$ cat src/rtl/pipe_stage_reg.sv
// Inter-stage pipeline register with valid/ready handshake, synchronous flush with
// zero-control bubbles, and an optional two-entry skid buffer that registers in_ready.
module pipe_stage_reg #(
    parameter int DATA_W = 160,
    parameter int CTRL_W = 10,
    parameter int SKID   = 1
) (
    input  logic              clk,
    input  logic              reset,
    input  logic              in_valid,
    output logic              in_ready,
    input  logic [CTRL_W-1:0] in_ctrl,
    input  logic [DATA_W-1:0] in_data,
    input  logic              flush,
    output logic              out_valid,
    input  logic              out_ready,
    output logic [CTRL_W-1:0] out_ctrl,
    output logic [DATA_W-1:0] out_data,
    output logic [1:0]        occupancy,
    output logic [15:0]       stall_cnt
);

    logic        in_xfer;
    logic        out_xfer;
    logic [15:0] stall_cnt_reg;

    assign in_xfer  = in_valid & in_ready;
    assign out_xfer = out_valid & out_ready;

    generate
        if (SKID != 0) begin : g_skid
            localparam logic [1:0] ST_EMPTY = 2'd0;
            localparam logic [1:0] ST_ONE   = 2'd1;
            localparam logic [1:0] ST_FULL  = 2'd2;

            logic [1:0]        state_reg;
            logic [1:0]        state_next;
            logic [CTRL_W-1:0] main_ctrl_reg;
            logic [DATA_W-1:0] main_data_reg;
            logic [CTRL_W-1:0] skid_ctrl_reg;
            logic [DATA_W-1:0] skid_data_reg;
            logic              in_ready_reg;

            always_ff @(posedge clk) begin
                if (reset) begin
                    state_reg <= ST_EMPTY;
                end else begin
                    state_reg <= state_next;
                end
            end

            always_comb begin
                state_next = state_reg;
                if (flush) begin
                    state_next = ST_EMPTY;
                end else begin
                    case (state_reg)
                        ST_EMPTY: if (in_xfer) state_next = ST_ONE;
                        ST_ONE: begin
                            if (in_xfer && !out_xfer)      state_next = ST_FULL;
                            else if (!in_xfer && out_xfer) state_next = ST_EMPTY;
                        end
                        ST_FULL:  if (out_xfer) state_next = ST_ONE;
                        default:  state_next = ST_EMPTY;
                    endcase
                end
            end

            // Payload registers follow the state transition; main_ctrl is zeroed whenever
            // the stage goes empty so out_ctrl reads as a bubble without extra gating.
            always_ff @(posedge clk) begin
                if (reset) begin
                    main_ctrl_reg <= '0;
                    main_data_reg <= '0;
                    skid_ctrl_reg <= '0;
                    skid_data_reg <= '0;
                    in_ready_reg  <= 1'b1;
                end else begin
                    in_ready_reg <= (state_next != ST_FULL);
                    if (flush) begin
                        main_ctrl_reg <= '0;
                        skid_ctrl_reg <= '0;
                    end else begin
                        case (state_reg)
                            ST_EMPTY: begin
                                if (in_xfer) begin
                                    main_ctrl_reg <= in_ctrl;
                                    main_data_reg <= in_data;
                                end
                            end
                            ST_ONE: begin
                                if (in_xfer && out_xfer) begin
                                    main_ctrl_reg <= in_ctrl;
                                    main_data_reg <= in_data;
                                end else if (in_xfer) begin
                                    skid_ctrl_reg <= in_ctrl;
                                    skid_data_reg <= in_data;
                                end else if (out_xfer) begin
                                    main_ctrl_reg <= '0;
                                end
                            end
                            ST_FULL: begin
                                if (out_xfer) begin
                                    main_ctrl_reg <= skid_ctrl_reg;
                                    main_data_reg <= skid_data_reg;
                                    skid_ctrl_reg <= '0;
                                end
                            end
                            default: ;
                        endcase
                    end
                end
            end

            always_comb begin
                out_valid = (state_reg != ST_EMPTY);
                in_ready  = in_ready_reg;
                occupancy = state_reg;
                out_ctrl  = main_ctrl_reg;
                out_data  = main_data_reg;
            end
        end else begin : g_single
            logic              valid_reg;
            logic [CTRL_W-1:0] ctrl_reg;
            logic [DATA_W-1:0] data_reg;

            always_ff @(posedge clk) begin
                if (reset) begin
                    valid_reg <= 1'b0;
                    ctrl_reg  <= '0;
                    data_reg  <= '0;
                end else if (flush) begin
                    valid_reg <= 1'b0;
                    ctrl_reg  <= '0;
                end else if (in_xfer) begin
                    valid_reg <= 1'b1;
                    ctrl_reg  <= in_ctrl;
                    data_reg  <= in_data;
                end else if (out_xfer) begin
                    valid_reg <= 1'b0;
                    ctrl_reg  <= '0;
                end
            end

            always_comb begin
                out_valid = valid_reg;
                in_ready  = ~valid_reg | out_ready;
                occupancy = {1'b0, valid_reg};
                out_ctrl  = ctrl_reg;
                out_data  = data_reg;
            end
        end
    endgenerate

    always_ff @(posedge clk) begin
        if (reset) begin
            stall_cnt_reg <= '0;
        end else if (out_valid && !out_ready && (stall_cnt_reg != 16'hFFFF)) begin
            stall_cnt_reg <= stall_cnt_reg + 16'd1;
        end
    end

    assign stall_cnt = stall_cnt_reg;

endmodule

$ cat config.mk
export PLATFORM = sky130hd
export DESIGN_NAME = pipe_stage_reg
export DESIGN_NICKNAME = d
export VERILOG_FILES = /design/src/rtl/pipe_stage_reg.sv
export SDC_FILE = /design/constraint.sdc
export NUM_CORES = 1
export LEC_CHECK = 0
export ABC_AREA = 1
export BUFFER_PORTS_ARGS = -buffer_cell sky130_fd_sc_hd__clkbuf_2
export CORE_ASPECT_RATIO = 0.5
export CORE_MARGIN = 2
export CORE_UTILIZATION = 57
export CTS_CLUSTER_DIAMETER = 200
export DETAILED_ROUTE_END_ITERATION = 16
export PLACE_DENSITY = 0.95
export SYNTH_ARGS = -nofsm -noshare
export SYNTH_HDL_FRONTEND = slang
export SYNTH_SLANG_ARGS = --single-unit
export TNS_END_PERCENT = 100
$ cat constraint.sdc
create_clock -name clk -period 4.77 [get_ports clk]
set_input_delay 1.1925 -clock clk [delete_from_list [all_inputs] [get_ports clk]]
set_output_delay 1.1925 -clock clk [all_outputs]
set_load 0.02 [all_outputs]
==> metrics.md <==
| Metric | Value |
|---|---|
| Status | `complete, no violations` |
| RSZ-0062 raised after global routing | `no` |
| Lkg Pwr | `8.301 nW` |
| Drt pass-1 iters | `8` |
| Sequential share of the synthesized area | `46.16%` |
| TritonCTS Buffers | `31` |
| Routed Wire Length | `42360 um` |
| Post-synth top flop | `dfxtp_1` |
| Vias | `15064` |
| Final setup viols | `0` |
| Clock sink total | `359` |
| Setup bufs post-CTS | `0` |
| Vias/cell | `5.565` |
| Crit path largest cell delay | `470 ps` |
| Slew HR | `18.05%` |
| ANT nets after route | `0` |
| Number of inserted diodes | `0` |
| DRT iter0 DRCs | `1259` |
| Clk Latency, worst-skew pair | `560 ps` |
| Power Density | `373.7 nW/um^2` |
| Register Area | `7187 sq um` |
| CP startpoint kind | `register` |
| Cts repair resizes | `0` |
| Row count | `42` |
| CTS Root Cell | `clkbuf_16` |
| Mapped Nets | `2266` |
| Slowest-stage cell, CP | `dfxtp_1` |
| Gpl congestion | `0.8727` |
| Die area | `28730 sq um` |
| Multi-input gate area | `7528 sq um` |
| First-pass GRT wire length | `67850 um` |
| Post-synth EDFFs | `0` |
| Final instance area | `18400 sq um` |
| Critical path capture point type | `output port` |
| H-Tree Depth | `1` |
| Tot GR Track Use | `28.35%` |
| Worst reg-to-reg setup slack | `1930 ps` |
| Vias in the first global route | `13812` |
| Setup TNS | `0 ps` |
| Worst-path clk slew | `70 ps` |
| Asr flop ratio synth | `0%` |
| Largest net degree at the start of global routing | `166` |
| Max-slew violation count | `0` |
| Period minus WS final | `2879 ps` |
| Aggregate global routing overflow | `0` |
| CP Class | `reg -> out` |
| Crit path max fanout | `6` |
| Synthesis warning total | `0` |
| Final critical-path share of the clock period | `60.36%` |
| Syn_area_per_cell | `7.464 sq um` |
| DRC | `0` |
| Layout cell share with drive strength beyond 1 | `18.60%` |
| Final nets | `2512` |
| DIE WIDTH | `237.7 um` |
| Crit path cell chain | `inv_1 -> ha_1 -> inv_1 -> clkbuf_2` |
| Initial antenna violation count | `0` |
| Sw Share | `28.00%` |
| Core area | `26640 sq um` |
| Clock power share | `37.3%` |
| Fmax | `347.3 MHz` |
| Gate Count Post-Synth | `2086` |
| Fin util | `69.08%` |
| Worst VDD drop | `0.2526 mV` |
| # hold bufs at CTS | `0` |
| Sequential Power Share | `47.6%` |
| CTS tree | `done` |
| CP required | `3580 ps` |
| I/O pins | `365` |
| Combinational fraction of design power | `15.1%` |
| Tightest Pin Transition | `1216 ps` |
| Final clock skew | `10.93 ps` |
| Area grow syn2layout | `18.20%` |
| Synth Register Bits | `359` |
| MaxCap Viol Count | `0` |
| CP arrival | `1690 ps` |
| Die Ht | `120.9 um` |
| Crit path top cell by count | `inv_1` |
| Pint | `4.953 mW` |
| PortBufs | `364` |
| Yosys cell types | `22` |
| Routed wire per std cell | `15.65 um` |
| Post-Place Cell Area | `17370 sq um` |
| HPWL Detailed | `26440 um` |
| Worst Hold Class | `reg -> reg` |
| Switch Pwr | `1.926 mW` |
| Longest Clk Path Bufs | `3` |
| Final Power | `6.878 mW` |
| Cell Area, Synth | `15570 sq um` |
| # fillers | `2058` |
| Endpoints failing hold | `0` |
| Starting density of the core | `58.44%` |
cells by family (layout without fill, tap and decap cells):
group	after synthesis	count (layout)	synth area share (%)
buf+inv	210	479	5.665
fa+ha+maj	5	5	0.4018
mux	160	160	10.29
compound gates	366	366	11.82
xor+xnor	6	6	0.3375
simple gates	980	980	25.33
flops	359	359	46.16
metal layers:
| metal | vias up | track usage, % | part of all wire [%] |
|---|---|---|---|
| li1 | 7369 | - | - |
| met1 | 6935 | 35.06 | 41 |
| met2 | 598 | 47.86 | 48 |
| met3 | 162 | 4.277 | 5.5 |
| met4 | 0 | 16.00 | 6.0 |
| met5 | - | 0 | 0 |
synth_stat cells (2+ instances only):
cell type,n,share of area (%)
mux2i_1,160,10
nand4_1,6,0.24
nand3_1,173,5.6
ha_1,5,0.40
inv_1,44,1.1
buf_2,75,2.4
xnor2_1,2,0.11
dfxtp_1,359,46
buf_1,18,0.43
o211ai_1,2,0.096
nand2_1,264,6.4
nor3_1,10,0.32
a21oi_1,188,6.0
nor2_1,524,13
o21ai_0,175,5.6
xor2_1,4,0.22
clkbuf_1,72,1.7
area by class of cell:
| cell class | instances | share of cell area (%) |
|---|---|---|
| multi-input cells | 1517 | 40.91 |
| repair buffers | 378 | 11.08 |
| clock buffers | 44 | 4.915 |
| well taps | 352 | 2.393 |
| inverters | 45 | 0.9722 |
| clock inverters | 12 | 0.6799 |
| flip-flops and latches | 359 | 39.05 |
cells in the final DEF (no fill, tap or decap), types with 6 or more instances in the layout:
cell / instances
nand4_1: 6
nor3_1: 10
a21oi_1: 188
clkinv_2: 6
dfxtp_1: 359
nand2_1: 263
clkbuf_8: 8
clkbuf_16: 31
mux2i_1: 160
nor2_1: 523
nand3_1: 173
o21ai_0: 175
buf_12: 9
clkbuf_2: 364
inv_1: 43
per-stage QoR:
step           hold slack [ps]  worst slack [ps]  instances
2_1_floorplan            475.1              2381       2086
3_3_place_gp             454.8              1661       2651
3_5_place_dp             456.3              1581       2651
4_1_cts                  466.1              1867       2707
5_1_grt                  491.6              1626       2707
6_report                 466.9              1891       2707
critical path, delay by kind of cell, from the launching register on:
family	cells	cell delay (ps)
DFF	1	470
buffers and inverters	3	380
adders and majority gates	1	280
worst paths after layout:
kind                       startpoint  cells past startpoint                          to
max           occupancy[1]$_SDFF_PP0_                      4                   out_valid
min          out_ctrl[4]$_SDFFE_PP0P_                      2    out_ctrl[4]$_SDFFE_PP0P_
max reg2reg   occupancy[1]$_SDFF_PP0_                      7  out_data[134]$_SDFFE_PP0P_
min reg2reg  out_ctrl[4]$_SDFFE_PP0P_                      2    out_ctrl[4]$_SDFFE_PP0P_
power by group through the flow:
stage | clock network, mW | registers (mW) | logic [mW]
after floorplan | 0 | 3.47 | 0.531
after global placement | 0 | 3.33 | 0.997
after detailed placement | 0 | 3.34 | 1.02
after CTS | 2.61 | 3.27 | 1.03
after global routing | 2.74 | 3.29 | 1.14
final | 2.57 | 3.27 | 1.04
Note: power is estimated with default switching activity, not from simulation.
